File: config.mk
export PLATFORM = sky130hd
export DESIGN_NAME = sseg_scan_decoder
export DESIGN_NICKNAME = d
export VERILOG_FILES = /design/src/rtl/sseg_pkg.sv /design/src/rtl/seg7_to_hex.sv /design/src/rtl/sseg_scan_decoder.sv
export SDC_FILE = /design/constraint.sdc
export NUM_CORES = 1
export LEC_CHECK = 0
export BUFFER_PORTS_ARGS = -buffer_cell sky130_fd_sc_hd__clkbuf_2
export CORE_ASPECT_RATIO = 0.8
export CORE_MARGIN = 2
export CORE_UTILIZATION = 51
export DETAILED_ROUTE_END_ITERATION = 12
export PLACE_DENSITY = 0.85
export SETUP_SLACK_MARGIN = 0.05
export SLEW_MARGIN = 15
export SYNTH_ARGS = -nofsm -noshare
export SYNTH_HDL_FRONTEND = slang
export SYNTH_SLANG_ARGS = --single-unit
File: constraint.sdc
create_clock -name CLK -period 2 [get_ports CLK]
set_clock_uncertainty 0.1 [all_clocks]
set_input_delay 0.4 -clock CLK [delete_from_list [all_inputs] [get_ports CLK]]
set_output_delay 0.4 -clock CLK [all_outputs]
set_load 0.005 [all_outputs]
File: src/rtl/sseg_pkg.sv
// rtl/sseg_pkg.sv - shared constants for the seven-segment scan decoder
package sseg_pkg;

  localparam int NUM_DIGITS = 4;

  // Active-high {g,f,e,d,c,b,a} pattern for hex digits 0..F
  localparam logic [6:0] SEG_PATTERNS [16] = '{
    7'h3F, 7'h06, 7'h5B, 7'h4F, 7'h66, 7'h6D, 7'h7D, 7'h07,
    7'h7F, 7'h6F, 7'h77, 7'h7C, 7'h39, 7'h5E, 7'h79, 7'h71
  };

  typedef enum logic {
    SETTLE = 1'b0,
    HOLD   = 1'b1
  } state_t;

endpackage

File: src/rtl/seg7_to_hex.sv
// rtl/seg7_to_hex.sv - combinational active-high 7-segment pattern to hex decoder
module seg7_to_hex
  import sseg_pkg::*;
(
  input  logic [6:0] pattern,
  output logic       valid,
  output logic [3:0] hex
);

  always_comb begin
    valid = 1'b0;
    hex   = 4'h0;
    for (int i = 0; i < 16; i++) begin
      if (pattern == SEG_PATTERNS[i]) begin
        valid = 1'b1;
        hex   = 4'(i);
      end
    end
  end

endmodule

File: src/rtl/sseg_scan_decoder.sv
// rtl/sseg_scan_decoder.sv - recovers four hex digits and decimal points from a scanned display bus
module sseg_scan_decoder
  import sseg_pkg::*;
#(
  parameter int SETTLE_CYCLES = 16,
  parameter bit ACTIVE_LOW    = 1'b1
) (
  input  logic       CLK,
  input  logic       RESET,
  input  logic [3:0] an,
  input  logic [6:0] sseg,
  input  logic       dp,
  output logic [3:0] digit0,
  output logic [3:0] digit1,
  output logic [3:0] digit2,
  output logic [3:0] digit3,
  output logic [3:0] dp_out,
  output logic       frame_tick,
  output logic       frame_valid,
  output logic       seg_error
);

  localparam int CW = $clog2(SETTLE_CYCLES) + 1;
  localparam logic [CW-1:0] LAST_COUNT = CW'(SETTLE_CYCLES - 1);

  logic [11:0]           bus_q;
  logic [11:0]           bus;
  logic [11:0]           bus_p;
  logic [CW-1:0]         cnt;
  state_t                state;
  logic [NUM_DIGITS-1:0] mask;
  logic [3:0]            stage [NUM_DIGITS];
  logic [NUM_DIGITS-1:0] stage_dp;

  logic [3:0] cur_an;
  logic       pat_valid;
  logic [3:0] pat_hex;
  logic       changed;
  logic       one_hot;
  logic       eval;
  logic       capture;
  logic       error;

  // Input register carries no reset: the settle counter ignores whatever it held before
  always_ff @(posedge CLK) begin
    bus_q <= {an, sseg, dp};
    bus_p <= bus;
  end

  assign bus    = ACTIVE_LOW ? ~bus_q : bus_q;
  assign cur_an = bus[11:8];

  seg7_to_hex u_dec (
    .pattern (bus[7:1]),
    .valid   (pat_valid),
    .hex     (pat_hex)
  );

  assign changed = (bus != bus_p);
  assign one_hot = (cur_an != 4'h0) && ((cur_an & (cur_an - 4'd1)) == 4'h0);
  assign eval    = (state == SETTLE) && !changed && (cnt == LAST_COUNT);
  assign capture = eval && one_hot && pat_valid;
  assign error   = eval && (cur_an != 4'h0) && !(one_hot && pat_valid);

  always_ff @(posedge CLK) begin
    if (RESET) begin
      state       <= SETTLE;
      cnt         <= '0;
      mask        <= '0;
      stage_dp    <= '0;
      for (int i = 0; i < NUM_DIGITS; i++) stage[i] <= 4'h0;
      digit0      <= 4'h0;
      digit1      <= 4'h0;
      digit2      <= 4'h0;
      digit3      <= 4'h0;
      dp_out      <= 4'h0;
      frame_tick  <= 1'b0;
      frame_valid <= 1'b0;
      seg_error   <= 1'b0;
    end else begin
      frame_tick <= 1'b0;
      seg_error  <= error;

      if (changed) cnt <= '0;
      else if (cnt != '1) cnt <= cnt + 1'b1;

      case (state)
        SETTLE:  if (eval) state <= HOLD;
        HOLD:    if (changed) state <= SETTLE;
        default: state <= SETTLE;
      endcase

      for (int i = 0; i < NUM_DIGITS; i++) begin
        if (capture && cur_an[i]) begin
          stage[i]    <= pat_hex;
          stage_dp[i] <= bus[0];
        end
      end

      // Publishing uses the staging snapshot from before this cycle's capture
      if (mask == '1) begin
        digit0      <= stage[0];
        digit1      <= stage[1];
        digit2      <= stage[2];
        digit3      <= stage[3];
        dp_out      <= stage_dp;
        frame_tick  <= 1'b1;
        frame_valid <= 1'b1;
        mask        <= capture ? cur_an : '0;
      end else if (capture) begin
        mask <= mask | cur_an;
      end
    end
  end

endmodule

==> out/qor.csv, run 1 <==
stage,metric,value,unit
die,die_w,91.0,microns
worst_setup_path,crit_chain,buf_6 > nand3b_1 > a21oi_2 > o21a_1 > a311o_2 > o211ai_1 > nand2b_1,
worst_setup_path,crit_family,compound AO/OA/AOI/OAI gates,
grt,grtUsageMet1,28.2,%
grt,grt_max_degree,25,
timing,relSlewSlack,68.6,%
routing,drt_iter0_drc,278,
worst_setup_path,cpPeakStageDelay,430,ps
layout,design_area,4120,sq um
synth,syn_area,3090,sq um
worst_setup_path,endpoint_kind,register,
synth,synthAdderAreaFrac,1.54,%
grt,grtUsageMet3,7.18,%
synth,seq_area_frac_synth,55.2,%
routing,routed_wl,7.28,mm
synth,ys_seq_elements,77,
timing,worst_slew_pin_slew,469,ps
routing,first_pass_iters,4,
synth,yosys_warnings,0,
clock_tree,cts_tree,yes,
power,peakVddDrop,0.465,mV
synth,syn-num-nets,339,
place,place.gp.congestion,0.887,
synth,synth-simple-area-share,20.3,%
layout,fillers,417,
power,p_int,2.19,mW
synth,synth_area_per_cell,9.58,sq um
die,die_area,6690,sq um
routing,wl_per_cell,14.8,microns
grt,overflow,0,
clock_tree,clockRootBuffer,clkbuf_8,
worst_setup_path,required,1990,ps
timing,min_period,2120,ps
worst_setup_path,worst-setup-path-type,reg2reg,
outcome,status,"complete, but fails checks",
layout,areaGrowthSynthToFinish,33.7,%
layout,drive_gt1_share,39.6,%
place,portBuffers,36,
synth,yosys_most_used_dff,dfxtp_1,
die,rows,25,
worst_setup_path,path_max_fanout,7,
timing,setup_tns,-1390,ps
worst_setup_path,crit_slowest_cell,a311o_2,
worst_setup_path,critical_path_arrival,2110,ps
routing,drtAntennaViolNets,0,
grt,first_global_vias,2350,
power,power_frac_seq,55.7,%
synth,ys_top_cells_by_area,"dfxtp_1, edfxtp_1, nand2_1",
die,ioPinCount,37,
timing,setup_viol,20,
clock_tree,cts-htree-levels,3,
power,p_clk_share,36.4,%
synth,synth_compound_area_share,11.2,%
power,power.switching,0.764,mW
synth,synth-xor-area-share,4.83,%
die,start_util,52.5,%
worst_setup_path,crit_buf_inv,1,
synth,async_flop_share,0,%
power,leakage,1.64,nW
hold_path,hold_class,in2reg,
timing,rsz0062_at_grt,yes,
clock_tree,hold_buffers,0,
layout,final_common_cell,buf_4,
synth,synth_top_family_by_area,simple AND/OR/NAND/NOR gates,
place,postPlaceCellArea,3640,sq um
grt,grt_use_met2,33.8,%
power,p_total,2.96,mW
layout,final_core_util,70.1,%
grt,gr-usage-all-layers,21.2,%
synth,yosysUniqueCellTypes,50,
synth,synth_cells,322,
die,core,5880,sq um
grt,grt_pass1_wl,11.1,mm
grt,antenna_found_initial,0,
timing,slew_violations,0,
synth,synth_edf_count,16,
timing,hold_violations,0,
timing,postLayoutSetupSlackWorst,-124,ps
die,chipHeight,73.6,microns
place,hpwl,4.62,mm
synth,yosys.area.top_type_share,39.6,%
routing,dr_total_vias,2617,
timing,post-route-period-util,106,%
clock_tree,insertion_delay,360,ps
clock_tree,cts_buffers,9,
synth,yosys-mux-area-fraction,1.62,%
synth,yosys.area.top_type,dfxtp_1,
clock_tree,clock_path_buffers,2,
power,power_frac_comb,8.0,%
worst_setup_path,start_kind,register,
layout,nets,424,
job,drv_cap,0,
power,power_density,717,nW/um^2
power,netSwitchingFraction,25.9,%
routing,post_drt_via_cell_ratio,5.31,
clock_tree,cts.sinks,77,
clock_tree,path_clk_slew,90,ps
timing,max_freq,471,MHz
routing,drc,0,
grt,top_usage_layer,met2,
layout,diodes,0,
outcome,violations,negative setup slack,
layout,layout_common_cells,"buf_4, dfxtp_1, nand2_1, clkbuf_2, a21oi_1",
-- worst paths after layout --
kind,start,end,slack [ps],cells after the start
hold / removal,sseg[1],bus_q[2],30,1
setup / recovery,bus_q[2],stage[0][2],-120,7
setup reg to reg,bus_q[2],stage[0][2],-120,7
hold reg to reg,bus_q[0],bus_p[0],320,1
-- per-layer routing --
metal  vias up  wire [microns]
li1       1272               -
met1      1221            3230
met2       105            3440
met3        19             449
met4         0             155
met5         -               0
-- synthesized netlist by cell type, drive strengths merged, types with 7 or more instances --
cell type,count
inv,14
a21oi,29
o21ai,7
nand2b,9
dfxtp,61
nor4,7
buf,11
nand2,47
clkbuf,9
nor3,16
xnor2,15
edfxtp,16
nor2,22
-- sequential cells by signal, indices dropped and copies added (netlist names) --
signal / flops
bus_q: 12
frame_valid: 1
digit2: 4
seg_error: 1
stage_dp: 4
cnt: 5
dp_out: 4
frame_tick: 1
digit1: 4
digit3: 4
bus_p: 12
state: 1
digit0: 4
stage: 16
mask: 4
-- worst reg2reg max path, stage by stage (launching register included) --
cell and delay (ps):
dfxtp_4 380, buf_6 120, nand3b_1 80, a21oi_2 60, o21a_1 180, a311o_2 430, o211ai_1 300, nand2b_1 200
-- layout make-up --
type	instances	area, sq um	share of cell area (%)
clock buffer	9	124	3.00
clock inverter	7	56.3	1.37
inverter	14	52.6	1.27
multi-input combinational	211	1430	34.7
sequential	77	1730	41.8
tap	81	101	2.46
timing repair buffer	94	632	15.3
-- power by group through the flow --
stage | Clock [mW] | Combinational (mW) | Sequential, mW
floorplan | 0 | 0.130 | 1.66
global placement | 0 | 0.197 | 1.68
detailed placement | 0 | 0.198 | 1.68
CTS | 1.09 | 0.203 | 1.65
global route | 1.16 | 0.251 | 1.65
finish | 1.07 | 0.236 | 1.64
-- through the flow --
step / instances / hold WS [ps] / worst slack [ps]
global placement: 467 / 298 / -186
CTS: 484 / 26.5 / -53.1
detailed placement: 467 / 301 / -234
finish: 493 / 33.0 / -124
global route: 493 / 19.5 / -212
floorplan: 322 / 274 / 18.5
-- repair_timing --
action	CTS	global route
hold endpoints to repair	0	0
pin swaps	2	7
setup buffers	1	9
setup endpoints to repair	38	41
gates resized for setup	27	34
-- kinds of logic (layout without fill, tap and decap cells) --
| family | after synthesis | in the layout |
|---|---|---|
| simple gates | 129 | 129 |
| flops | 77 | 77 |
| compound gates | 56 | 56 |
| buf+inv | 34 | 124 |
| xor+xnor | 17 | 17 |
| mux | 5 | 5 |
| fa+ha+maj | 4 | 4 |
Power figures use the tool's default switching activity.
==> inputs of run 2 (changes only) <==
Settings changed: ABC_AREA set to 1, CTS_CLUSTER_DIAMETER set to 150.
==> run 2 against run 1 <==
  * The run now ends clean
  * Critical path depth up 4
  * Flip-flop and latch count unchanged
  * Setup slack better by 270 ps
  * Hold slack better by 12 ps
  * Via count down 12%
  * Clock power up 4%
  * Die area down 3.5%
  * First-iteration DRC count down 65%
  * Core utilization down 3.3 points
  * Critical endpoint is now stage[1][2]
==> out/qor.csv, run 2 <==
stage,metric,value,unit
worst_setup_path,endpoint_kind,register,
worst_setup_path,path_max_fanout,6,
synth,seq_area_frac_synth,57.3,%
synth,synth_cells,339,
hold_path,hold_class,in2reg,
layout,fillers,460,
synth,yosys.area.top_type_share,41.1,%
power,peakVddDrop,0.757,mV
grt,overflow,0,
place,place.gp.congestion,0.861,
grt,grt_max_degree,37,
grt,grt_pass1_wl,9.03,mm
clock_tree,cts.sinks,77,
place,postPlaceCellArea,3290,sq um
layout,largest_reg_flops,16,
worst_setup_path,r2r_cells,11,
routing,m1WireLength,2.57,mm
clock_tree,cts_tree,yes,
die,core,5530,sq um
layout,top_regs,"stage: 16 flops, bus_p: 12 flops, bus_q: 12 flops",
outcome,status,completed,
synth,yosys_most_used_dff,dfxtp_1,
place,hpwl,4.06,mm
timing,min_period,1860,ps
synth,yosys_warnings,0,
routing,wl_per_cell,12.6,microns
routing,first_pass_iters,4,
layout,areaGrowthSynthToFinish,24.4,%
routing,post_drt_via_cell_ratio,4.91,
synth,yosys.area.top_type,dfxtp_1,
routing,dr_total_vias,2311,
die,chipHeight,72.3,microns
die,start_util,53.8,%
place,dp_slack,28.1,ps
grt,antenna_found_initial,0,
hold_path,hold_depth,1,
grt,first_global_vias,2083,
clock_tree,cts_buffers,9,
worst_setup_path,critical_path_arrival,1860,ps
power,power_density,789,nW/um^2
synth,synthTopCellsByCount,"nor2_1, dfxtp_1, nand2_1",
synth,yosysUniqueCellTypes,24,
clock_tree,cts-htree-levels,3,
layout,regMostFlops,stage,
die,die_w,89.3,microns
timing,postLayoutSetupSlackWorst,142,ps
routing,met3_length,385,microns
clock_tree,path_clk_slew,70,ps
synth,yosys-mux-area-fraction,0,%
timing,worst_slew_pin_slew,581,ps
synth,ys_top_cells_by_area,"dfxtp_1, edfxtp_1, nor2_1",
synth,syn-num-nets,356,
layout,instances_no_fill,471,
timing,post-route-period-util,92.9,%
grt,gr-usage-all-layers,18.7,%
layout,diodes,0,
layout,final_common_cell,nor2_1,
routing,routed.top_layer,met4,
clock_tree,clockRootBuffer,clkbuf_8,
synth,ys_seq_elements,77,
synth,yosysMostFrequentCell,nor2_1,
routing,dr_wl_met2,2.91,mm
synth,synthAdderAreaFrac,1.26,%
layout,drive_gt1_share,33.6,%
synth,synth_top_family_by_area,simple AND/OR/NAND/NOR gates,
synth,syn_area,2970,sq um
power,p_total,2.91,mW
clock_tree,insertion_delay,350,ps
worst_setup_path,worst-setup-path-type,reg2reg,
synth,async_flop_share,0,%
die,ioPinCount,37,
place,place_inst,454,
routing,routed_wl,5.92,mm
layout,layout_common_cells,"nor2_1, dfxtp_1, nand2_1, clkbuf_2, o21ai_0",
routing,drt_iter0_drc,96,
routing,drtAntennaViolNets,0,
die,die_area,6450,sq um
power,leakage,1.53,nW
timing,max_freq,538,MHz
synth,synth-simple-area-share,27.5,%
worst_setup_path,required,2000,ps
worst_setup_path,start_kind,register,
synth,synth_compound_area_share,5.86,%
routing,drc,0,
layout,nets,406,
job,drv_cap,0,
timing,setup_viol,0,
place,portBuffers,36,
layout,design_area,3690,sq um
synth,synth_edf_count,16,
clock_tree,clock_path_buffers,2,
timing,relSlewSlack,61.3,%
die,rows,24,
synth,synth_area_per_cell,8.76,sq um
layout,final_core_util,66.9,%
synth,synth-xor-area-share,4.13,%
timing,slew_violations,0,
timing,hold_violations,0,
run 2: path summary, 6_finish.rpt:
path | from | end | slack, ps
max | bus_q[7] | stage[1][2] | 140
min | sseg[3] | bus_q[4] | 50
min reg2reg | stage_dp[3] | stage_dp[3] | 370
max reg2reg | bus_q[7] | stage[1][2] | 140
run 2: cell families after synthesis:
family	Yosys count
AND/OR/NAND/NOR	180
flip-flops	77
AO/OA/AOI/OAI	34
buffers and inverters	31
XOR/XNOR	14
adder cells (fa/ha/maj)	3
run 2: routing by layer:
metal / up-vias / GRT usage (%)
met2: 70 / 29.8
met4: 0 / 7.13
met1: 1040 / 23.1
li1: 1192 / -
met3: 9 / 7.05
met5: - / 0
run 2: final cells by class:
cell class,count,area (sq um),area share (%)
clock inverter,6,62.6,1.69
tap,78,97.6,2.64
multi-input combinational,231,1310,35.5
sequential,77,1730,46.9
clock buffer,9,124,3.35
inverter,22,95.1,2.57
timing repair buffer,48,270,7.31
run 2: through the flow:
step | hold WS (ps) | setup TNS (ps)
CTS | 30.8 | 0
global placement | 349 | 0
global route | 27.1 | -4.38
finish | 45.2 | 0
detailed placement | 357 | 0
floorplan | 323 | 0
run 2: critical path: stages (launching register included):
cell     delay [ps]
dfxtp_4         400
inv_4            70
nand3_4         110
nor2_2           40
nor2_1          140
nand2_1         110
nor2_2          160
nand3_4         130
nand3_4         180
nor2_4           70
nand2_4          80
nor2_2           40
run 2: what timing repair did:
item	in CTS	in global routing
hold endpoints to repair	0	0
gates resized for setup	4	61
buffers inserted	0	2
hold buffers	0	0
pin swaps	0	12
setup endpoints to repair	27	38
run 2: report_power, final:
| part | total (mW) | internal (mW) | switching [mW] |
|---|---|---|---|
| clock network | 1.11 | 0.568 | 0.546 |
| logic | 0.154 | 0.0552 | 0.0989 |
| registers | 1.65 | 1.61 | 0.0333 |
| total | 2.91 | 2.24 | 0.678 |
